### config.mk
export PLATFORM = sky130hd
export DESIGN_NAME = nist_pattern_source
export DESIGN_NICKNAME = d
export VERILOG_FILES = /design/src/rtl/nist_pkg.sv /design/src/rtl/nist_lfsr16.sv /design/src/rtl/nist_pattern_source.sv
export SDC_FILE = /design/constraint.sdc
export NUM_CORES = 1
export LEC_CHECK = 0
export ABC_AREA = 1
export ABC_CLOCK_PERIOD_IN_PS = 2500
export CAP_MARGIN = 20
export CORE_MARGIN = 1
export CORE_UTILIZATION = 49
export DETAILED_ROUTE_END_ITERATION = 8
export PLACE_DENSITY_LB_ADDON = 0.15
export RECOVER_POWER = 50
export SYNTH_ARGS = -nofsm -noshare
export SYNTH_HDL_FRONTEND = slang
export SYNTH_SLANG_ARGS = --single-unit
### constraint.sdc
create_clock -name clk -period 2.5 [get_ports clk]
set_input_delay 0.375 -clock clk [delete_from_list [all_inputs] [get_ports clk]]
set_output_delay 0.375 -clock clk [all_outputs]
set_load 0.01 [all_outputs]
### src/rtl/nist_pkg.sv
// Shared definitions for the NIST SP 800-22 bit-stream source.
// Holds the mode encodings, FSM states, LFSR taps and default seed, plus the LFSR and pattern helpers.
package nist_pkg;

  localparam logic [2:0] MODE_ZERO = 3'd0;
  localparam logic [2:0] MODE_ONE  = 3'd1;
  localparam logic [2:0] MODE_ALT  = 3'd2;
  localparam logic [2:0] MODE_LFSR = 3'd3;
  localparam logic [2:0] MODE_BIAS = 3'd4;
  localparam logic [2:0] MODE_RUNS = 3'd5;

  typedef enum logic [1:0] {IDLE, LOAD, RUN, DONE} state_e;

  // Fibonacci taps for x^16+x^14+x^13+x^11+1, i.e. state bits 15,13,12,10.
  localparam logic [15:0] LFSR_TAPS = 16'hB400;
  localparam logic [15:0] SEED_DFLT = 16'hACE1;

  function automatic logic [15:0] lfsr_next(input logic [15:0] l);
    return {l[14:0], ^(l & LFSR_TAPS)};
  endfunction

  // idx_lo carries bit index [3:0]; modes 2 and 5 only look at bits 0 and 3.
  function automatic logic pattern_bit(input logic [2:0] mode, input logic [3:0] idx_lo,
                                       input logic [15:0] l);
    logic b;
    b = 1'b0;
    case (mode)
      MODE_ZERO: b = 1'b0;
      MODE_ONE:  b = 1'b1;
      MODE_ALT:  b = idx_lo[0];
      MODE_LFSR: b = l[15];
      MODE_BIAS: b = l[15] & l[14];
      MODE_RUNS: b = ~idx_lo[3];
      default:   b = 1'b0;
    endcase
    return b;
  endfunction

endpackage

### src/rtl/nist_lfsr16.sv
// 16-bit Fibonacci LFSR with load and step enables; a zero seed is replaced by SEED_DFLT.
// Load has priority over step.
module nist_lfsr16
  import nist_pkg::*;
#(
  parameter logic [15:0] SEED_DFLT_P = SEED_DFLT
) (
  input  logic        clk,
  input  logic        rst,
  input  logic        i_load,
  input  logic [15:0] i_seed,
  input  logic        i_step,
  output logic [15:0] o_state
);

  logic [15:0] r_state;

  // An all-zero state would lock up the register, so it is never loaded.
  always_ff @(posedge clk) begin
    if (rst)         r_state <= SEED_DFLT_P;
    else if (i_load) r_state <= (i_seed == 16'h0000) ? SEED_DFLT_P : i_seed;
    else if (i_step) r_state <= lfsr_next(r_state);
  end

  assign o_state = r_state;

endmodule

### src/rtl/nist_pattern_source.sv
// Framed serial bit source feeding the NIST test chain: one SEQ_LEN-bit sequence per start.
// Valid/ready producer; the pattern generator advances only on a transfer.
module nist_pattern_source
  import nist_pkg::*;
#(
  parameter int          SEQ_LEN     = 128,
  parameter int          IDX_W       = 8,
  parameter logic [15:0] SEED_DFLT_P = SEED_DFLT
) (
  input  logic        clk,
  input  logic        rst,
  input  logic        start,
  input  logic [2:0]  mode,
  input  logic [15:0] seed,
  output logic        bit_out,
  output logic        bit_valid,
  input  logic        bit_ready,
  output logic        seq_first,
  output logic        seq_last,
  output logic        busy,
  output logic        done
);

  localparam logic [IDX_W-1:0] LAST_IDX = IDX_W'(SEQ_LEN - 1);

  state_e           r_state;
  logic [IDX_W-1:0] r_idx;
  logic [2:0]       r_mode;
  logic             r_valid;
  logic             r_busy;
  logic             r_done;

  logic        w_xfer;
  logic        w_load;
  logic        w_last;
  logic        w_pat;
  logic [15:0] w_lfsr;

  // r_valid is set only while in RUN, so it alone qualifies a transfer.
  assign w_xfer = r_valid & bit_ready;
  assign w_load = (r_state == IDLE) & start;
  assign w_last = (r_idx == LAST_IDX);

  nist_lfsr16 #(.SEED_DFLT_P(SEED_DFLT_P)) u_lfsr (
    .clk     (clk),
    .rst     (rst),
    .i_load  (w_load),
    .i_seed  (seed),
    .i_step  (w_xfer),
    .o_state (w_lfsr)
  );

  always_ff @(posedge clk) begin
    if (rst) begin
      r_state <= IDLE;
      r_idx   <= '0;
      r_mode  <= MODE_ZERO;
      r_valid <= 1'b0;
      r_busy  <= 1'b0;
      r_done  <= 1'b0;
    end else begin
      case (r_state)
        IDLE: begin
          r_idx <= '0;
          if (start) begin
            r_mode  <= mode;
            r_busy  <= 1'b1;
            r_state <= LOAD;
          end
        end
        LOAD: begin
          r_valid <= 1'b1;
          r_state <= RUN;
        end
        RUN: begin
          if (w_xfer) begin
            r_idx <= r_idx + 1'b1;
            if (w_last) begin
              r_valid <= 1'b0;
              r_busy  <= 1'b0;
              r_done  <= 1'b1;
              r_state <= DONE;
            end
          end
        end
        DONE: begin
          r_done  <= 1'b0;
          r_state <= IDLE;
        end
        default: r_state <= IDLE;
      endcase
    end
  end

  assign w_pat = pattern_bit(r_mode, r_idx[3:0], w_lfsr);

  // Outputs are built only from registers, so they hold steady across stalls.
  assign bit_out   = r_valid & w_pat;
  assign bit_valid = r_valid;
  assign seq_first = r_valid & (r_idx == '0);
  assign seq_last  = r_valid & w_last;
  assign busy      = r_busy;
  assign done      = r_done;

endmodule

==> results of run 1 <==
timing repair:
action	4_1_cts	5_1_grt
endpoints found under the setup margin	0	1
gates resized for setup	0	1
hold buffers	0	0
where the power goes:
group          switching (mW)  total, mW  leakage (nW)  internal [mW]
clock                   0.188      0.454        0.0515          0.265
sequential              0.102      0.749         0.263          0.647
combinational           0.438      0.731         0.619          0.292
total                   0.729       1.93         0.933           1.20
final cells by class:
class	instances	area, um^2
Tap cell	46	57.6
Inverter	37	139
Sequential cell	32	641
Fill cell	337	1240
Timing Repair Buffer	31	303
Clock buffer	7	65.1
Clock inverter	1	30.0
Multi-Input combinational cell	178	940
cell families (layout without fill, tap and decap cells):
group | after synthesis | after routing | synth area share [%]
xor+xnor | 2 | 2 | 0.979
fa+ha+maj | 7 | 7 | 4.89
flops | 32 | 32 | 35.8
compound gates | 55 | 55 | 17.8
simple gates | 114 | 114 | 30.1
buf+inv | 45 | 76 | 10.4
flip-flops by register name, indices dropped and copies added (netlist names):
register,cells
done,1
r_mode,3
busy,1
r_idx,8
bit_valid,1
r_state,2
u_lfsr.o_state,16
cells in the mapped netlist, types with 3 or more instances:
| master | number | area (um^2) |
|---|---|---|
| nand2_1 | 52 | 195 |
| nand3_1 | 25 | 125 |
| o21ai_0 | 6 | 30.0 |
| a21oi_1 | 15 | 75.1 |
| a31oi_1 | 12 | 75.1 |
| inv_2 | 11 | 41.3 |
| clkbuf_1 | 4 | 15.0 |
| ha_1 | 7 | 87.6 |
| nor2_2 | 3 | 18.8 |
| o21ai_1 | 15 | 75.1 |
| inv_1 | 24 | 90.1 |
| dfxtp_1 | 32 | 641 |
| nor2_1 | 20 | 75.1 |
how the worst max path moves through the flow:
stage / startpoint / endpoint / slack (ns)
after floorplan: r_idx[0] / seq_last / 1.08
after global placement: r_idx[0] / seq_last / 0.59
after detailed placement: r_idx[0] / seq_last / 0.55
after CTS: r_idx[0] / seq_last / 0.15
after global routing: r_idx[0] / seq_last / 0.04
final: r_idx[0] / seq_last / 0.20
worst max-delay path, stage by stage, from the launching register on:
cell and delay, ns:
dfxtp_1 0.40, ha_1 0.18, nand2_1 0.13, nor2_4 0.16
nand2_1 0.09, nor2_1 0.09, clkdlybuf4s50_1 0.53
through the flow:
step | util, % | setup slack [ns]
2_1_floorplan | - | 1.08
3_3_place_gp | 61.5 | 0.589
3_5_place_dp | 61.5 | 0.551
4_1_cts | 64.3 | 0.152
5_1_grt | 63.7 | 0.0436
6_report | 63.7 | 0.196
layer usage:
metal | track usage, % | wire length [um] | up-vias
met5 | 0 | 0 | -
met4 | 11.3 | 66 | 0
met3 | 4.38 | 144 | 6
met2 | 35.2 | 1860 | 33
met1 | 29.1 | 1910 | 778
li1 | - | - | 900
==> flow_metrics.py, run 1 <==
metrics = {
    "clock_network": {
        "cts_root_buf": "clkbuf_4",
        "numCtsBuffers": 5,
        "post_cts_buffers": 0,
        "cts_tree": "done",
        "cts.htree.levels": 2,
        "insertion_delay_ns": 0.35,
        "cts.sinks": 32,
        "clockBufferDepth": 2,
        "clkTransAtPathRegs_ns": 0.10,
    },
    "timing": {
        "finalCriticalPeriod_ns": 2.30,
        "fmax_ghz": 0.434,
        "timing.final.hold_violations": 0,
        "fin_tns_setup_ns": 0,
        "drv_slew": 0,
        "relSlewSlack_pct": 59.3,
        "tightestPinTransition_ns": 0.608,
        "grt_setup_unrepaired": "no",
        "hold_slack_ns": 0.477,
        "setup_viol": 0,
        "fin_skew_ns": 0.00988,
        "fin_crit_sh_pct": 92.2,
    },
    "pwr": {
        "peakVddDrop_mv": 0.581,
        "leakage_nw": 0.933,
        "p_per_area_mw_per_mm2": 889,
        "total_power_mw": 1.93,
    },
    "critical_path": {
        "critPathRequiredTime_ns": 2.12,
        "critPathLaunchType": "register",
        "end_kind": "output pin",
        "rrSetupSlack_ns": 0.55,
        "reg2reg_from": "r_state[0]",
        "crit_fanout": 5,
        "crit_arrival_ns": 1.93,
        "crit_type": "register to output pin",
        "reg2reg_depth": 8,
        "r2r-end": "r_state[1]",
    },
    "detailed_routing": {
        "wl_um": 3980,
        "antenna_left": 0,
        "wl_per_cell_um": 12.0,
        "vias": 1717,
        "vias_per_cell": 5.17,
        "drt-initial-drc-count": 179,
        "drc": 0,
        "dr.pass1.iters": 4,
    },
    "die": {
        "initial_core_util_pct": 52.4,
        "fp.dieH_um": 62.4,
        "dieArea_mm2": 0.00390,
        "die_x_um": 62.4,
        "fp.coreArea_mm2": 0.00342,
        "fp-row-count": 21,
        "io_pins": 29,
    },
    "final_layout": {
        "antenna_cells": 0,
        "area_growth_pct": 21.5,
        "final_cell_mix": "53 x nand2_1, 32 x dfxtp_1, 26 x inv_1, 26 x clkdlybuf4s50_1, 25 x nand3_1",
        "nets": 315,
        "drive_gt1_share_pct": 10.1,
        "fin_area_mm2": 0.00217,
        "mostFrequentLayoutCell": "nand2_1",
        "stdcell_count": 332,
    },
    "synthesis": {
        "synth_nets": 285,
        "synth-edff-count": 0,
        "ys.warnings.count": 0,
        "yosysSeqAreaShare_pct": 35.8,
        "ys_types": 34,
        "synth-main-ff-cell": "dfxtp_1",
        "async_reset_ff_share_pct": 0,
        "ys_ff_latch": 32,
        "syn_inst": 255,
        "synthesis.area_mm2": 0.00179,
        "syn_area_per_cell_um2": 7.02,
    },
    "grt": {
        "grtUsageTotal_pct": 22.4,
        "grt_pass1_vias": 1562,
        "grt_remaining_overflow": 0,
        "grt_pass1_wl_um": 6870,
        "grt_max_degree": 18,
        "antenna_found_initial": 0,
    },
    "job": {
        "maxCapViolations": 0,
    },
    "placed_design": {
        "dpl.hpwl_um": 2890,
        "place_area_mm2": 0.00210,
        "port_buffers": 28,
        "place.gp.congestion": 0.837,
        "placedCellCount": 324,
    },
    "hold_path": {
        "whs_path_depth": 2,
        "hold_path.class": "register to register",
        "min_from": "busy",
        "holdPathEnd": "busy",
    },
    "outcome": {
        "status": "completed",
    },
}
Note: power is estimated with default switching activity, not from simulation.
==> inputs of run 2 (changes only) <==
PLACE_DENSITY_LB_ADDON = 0.2   (was 0.15)
==> flow_metrics.py, run 2 (synthesis results as in run 1) <==
metrics = {
    "final_layout": {
        "final_cell_mix": "52 x nand2_1, 32 x dfxtp_1, 27 x inv_1",
        "antenna_cells": 0,
        "multiInputGateArea_um2": 938,
        "largest_reg_flops": 16,
        "mostFrequentLayoutCell": "nand2_1",
        "nets": 315,
        "area_growth_pct": 19.2,
        "register_area_um2": 641,
        "fillerInstances": 330,
        "fin_area_mm2": 0.00213,
        "drive_gt1_share_pct": 8.74,
    },
    "detailed_routing": {
        "vias": 1701,
        "dr.max_layer_used": "met4",
        "wl_um": 3920,
        "vias_per_cell": 5.12,
        "wl_per_cell_um": 11.8,
        "wl_met3_um": 181,
        "dr_wl_met2_um": 1770,
        "dr.pass1.iters": 4,
        "drt-initial-drc-count": 148,
        "wl_met1_um": 1920,
        "drc": 0,
        "antenna_left": 0,
    },
    "timing": {
        "fin_crit_sh_pct": 93.6,
        "fin_skew_ns": 0.00814,
        "fin_tns_setup_ns": 0,
        "grt_setup_unrepaired": "no",
        "timing.final.ws_setup_ns": 0.160,
        "drv_slew": 0,
        "timing.final.hold_violations": 0,
        "fmax_ghz": 0.427,
        "hold_slack_ns": 0.470,
        "setup_viol": 0,
        "tightestPinTransition_ns": 0.633,
        "finalCriticalPeriod_ns": 2.34,
        "relSlewSlack_pct": 57.6,
    },
    "critical_path": {
        "crit_type": "register to output pin",
        "critPathRequiredTime_ns": 2.12,
        "crit_arrival_ns": 1.96,
        "critPathLaunchType": "register",
        "end_kind": "output pin",
        "crit_fanout": 5,
    },
    "clock_network": {
        "clkTransAtPathRegs_ns": 0.10,
        "post_cts_buffers": 0,
        "cts.sinks": 32,
        "cts_tree": "done",
        "cts.htree.levels": 2,
        "post_cts_resize_count": 0,
        "numCtsBuffers": 5,
        "clockBufferDepth": 2,
        "cts_root_buf": "clkbuf_4",
        "insertion_delay_ns": 0.33,
        "hold_buffers": 0,
    },
    "outcome": {
        "status": "completed",
    },
    "grt": {
        "antenna_found_initial": 0,
        "grt_remaining_overflow": 0,
        "grt_max_degree": 18,
        "grt_pass1_vias": 1496,
        "grt_pass1_wl_um": 6530,
        "grtUsageTotal_pct": 21.2,
    },
    "placed_design": {
        "place.gp.congestion": 0.853,
        "port_buffers": 28,
        "dpl.hpwl_um": 2840,
        "pre_cts_ws_ns": 0.526,
        "place_area_mm2": 0.00210,
    },
    "die": {
        "dieArea_mm2": 0.00390,
        "fp.dieH_um": 62.4,
        "fp.coreArea_mm2": 0.00342,
        "die_x_um": 62.4,
        "initial_core_util_pct": 52.4,
        "io_pins": 29,
        "fp-row-count": 21,
    },
    "pwr": {
        "peakVddDrop_mv": 0.534,
        "leakage_nw": 0.915,
        "p_per_area_mw_per_mm2": 836,
    },
    "job": {
        "maxCapViolations": 0,
    },
    "hold_path": {
        "hold_path.class": "register to register",
    },
}
run 2: metal layers:
metal  GRT usage, %  up-vias
met3           4.93        4
met5              0        -
met2           33.0       49
met1           27.9      748
li1               -      900
met4           8.72        0
run 2: stage by stage:
| stage | instances | total power, mW | util [%] |
|---|---|---|---|
| finish | 332 | 1.78 | 62.5 |
| CTS | 332 | 1.83 | 63.3 |
| global route | 332 | 1.91 | 62.5 |
| floorplan | 255 | 1.31 | - |
| global placement | 324 | 1.50 | 61.5 |
| detailed placement | 324 | 1.52 | 61.5 |
run 2: area by class of cell:
class                      instances  area share (%)
clock buffer                       8            2.76
inverter                          37            6.51
multi-input combinational        178            44.0
sequential                        32            30.0
timing repair buffer              31            14.0
tap                               46            2.70
run 2: power by group:
group | switching, mW | internal [mW] | leakage (nW)
combinational | 0.438 | 0.286 | 0.619
clock | 0.174 | 0.139 | 0.0326
sequential | 0.100 | 0.647 | 0.263
total | 0.712 | 1.07 | 0.915
run 2: path summary, 6_finish.rpt:
check                to  cells past startpoint       start  slack [ns]
min reg2reg        busy                      2        busy        0.47
min                busy                      2        busy        0.47
max            seq_last                      6    r_idx[0]        0.16
max reg2reg  r_state[1]                      8  r_state[0]        0.60
run 2: critical path, cell delays in order (launching register included):
cell and delay [ns]:
dfxtp_1 0.41, ha_1 0.19, nand2_1 0.11, nor2_2 0.19
nand2_1 0.10, nor2_1 0.09, clkdlybuf4s50_1 0.53
==> inputs of run 3 (changes only) <==
CORE_UTILIZATION = 45   (was 49)
==> flow_metrics.py, run 3 (synthesis results as in run 1) <==
metrics = {
    "critical_path": {
        "critPathLaunchType": "register",
        "crit_buf_inv": 1,
        "critPathTopFamily": "buffers and inverters",
        "rrSetupSlack_ns": 0.56,
        "crit_type": "register to output pin",
        "slowest_stage": "clkdlybuf4s50_1",
        "r2r-end": "r_state[1]",
        "crit_fanout": 5,
        "crit_top_cell": "nand2_1",
        "startpoint": "r_idx[0]",
        "max_stage_delay_ns": 0.54,
        "crit_arrival_ns": 1.90,
        "end_kind": "output pin",
        "reg2reg_from": "r_state[0]",
        "reg2reg_depth": 9,
        "critPathRequiredTime_ns": 2.12,
        "cp_cell_sequence": "ha_1 > nand2_1 > nor2_2 > nand2_1 > nor2_1 > clkdlybuf4s50_1",
    },
    "clock_network": {
        "post_cts_buffers": 0,
        "hold_buffers": 0,
        "post_cts_resize_count": 0,
        "numCtsBuffers": 5,
        "clkTransAtPathRegs_ns": 0.07,
        "clockBufferDepth": 2,
        "insertion_delay_ns": 0.29,
        "cts.sinks": 32,
        "cts.htree.levels": 2,
        "cts_tree": "done",
        "cts_root_buf": "clkbuf_8",
    },
    "final_layout": {
        "drive_gt1_share_pct": 10.1,
        "stdcell_count": 335,
        "antenna_cells": 0,
        "mostFrequentLayoutCell": "nand2_1",
        "fin_area_mm2": 0.00218,
        "area_growth_pct": 22.0,
        "final_cell_mix": "52 x nand2_1, 32 x dfxtp_1, 26 x inv_1, 26 x clkdlybuf4s50_1, 25 x nand3_1",
        "nets": 316,
        "largest_reg_flops": 16,
    },
    "grt": {
        "antenna_found_initial": 0,
        "grt_pass1_wl_um": 6690,
        "grt_max_degree": 18,
        "grt_remaining_overflow": 0,
        "grtUsageTotal_pct": 20.9,
        "grt_pass1_vias": 1460,
    },
    "timing": {
        "setup_viol": 0,
        "drv_slew": 0,
        "fmax_ghz": 0.440,
        "tightestPinTransition_ns": 0.624,
        "grt_setup_unrepaired": "no",
        "timing.final.hold_violations": 0,
        "relSlewSlack_pct": 58.2,
        "fin_skew_ns": 0.00490,
        "hold_slack_ns": 0.471,
        "finalCriticalPeriod_ns": 2.27,
        "fin_crit_sh_pct": 90.9,
        "fin_tns_setup_ns": 0,
    },
    "placed_design": {
        "placedCellCount": 327,
        "port_buffers": 28,
        "place_area_mm2": 0.00211,
        "dpl.hpwl_um": 2830,
        "place.gp.congestion": 0.811,
    },
    "detailed_routing": {
        "dr.pass1.iters": 4,
        "drt-initial-drc-count": 105,
        "vias": 1666,
        "antenna_left": 0,
        "wl_per_cell_um": 11.7,
        "drc": 0,
        "vias_per_cell": 4.97,
        "wl_um": 3930,
    },
    "pwr": {
        "leakage_nw": 0.930,
        "total_power_mw": 1.89,
        "peakVddDrop_mv": 0.532,
        "p_per_area_mw_per_mm2": 867,
    },
    "outcome": {
        "status": "completed",
    },
    "die": {
        "initial_core_util_pct": 47.8,
        "fp-row-count": 22,
        "dieArea_mm2": 0.00423,
        "fp.dieH_um": 65.1,
        "io_pins": 29,
        "fp.coreArea_mm2": 0.00374,
        "die_x_um": 65.1,
    },
    "hold_path": {
        "hold_path.class": "register to register",
        "min_from": "busy",
        "holdPathEnd": "busy",
        "whs_path_depth": 2,
    },
    "job": {
        "maxCapViolations": 0,
    },
}
==> run 3: worst reg2reg max path, stage by stage, from the launching register on <==
cell,delay (ns)
dfxtp_1,0.34
inv_1,0.12
ha_1,0.27
inv_1,0.14
nor2_1,0.52
nand3_4,0.16
nand2_1,0.12
nand3b_1,0.08
nand2_1,0.06
nor2_1,0.03
==> run 3: final cells by class <==
class                      instances  area, um^2
clock buffer                       8        90.1
tap                               48        60.1
inverter                          37         139
timing repair buffer              32         307
sequential                        32         641
fill                             380        1560
multi-input combinational        178         946
==> run 3: worst max path at each step <==
stage / to / slack [ns] / cells past startpoint
global route: seq_last / 0.09 / 6
detailed placement: seq_last / 0.52 / 6
finish: seq_last / 0.23 / 6
floorplan: seq_last / 1.08 / 5
global placement: seq_last / 0.58 / 6
CTS: seq_last / 0.20 / 6
==> run 3: per-layer routing <==
metal	global-route usage (%)	wire [um]	part of all wire (%)
met1	28.8	2040	52
met2	31.3	1670	42
met3	4.23	156	4.0
met4	8.97	72	1.8
met5	0	0	0
==> run 3: power breakdown <==
group | switching [mW] | internal, mW
sequential | 0.102 | 0.648
clock | 0.187 | 0.224
combinational | 0.436 | 0.295
==> run 3: metrics by stage <==
stage	util, %	setup slack, ns
after floorplan	-	1.08
after global placement	56.4	0.581
after detailed placement	56.4	0.518
after CTS	58.8	0.200
after global routing	58.3	0.0919
final	58.3	0.227
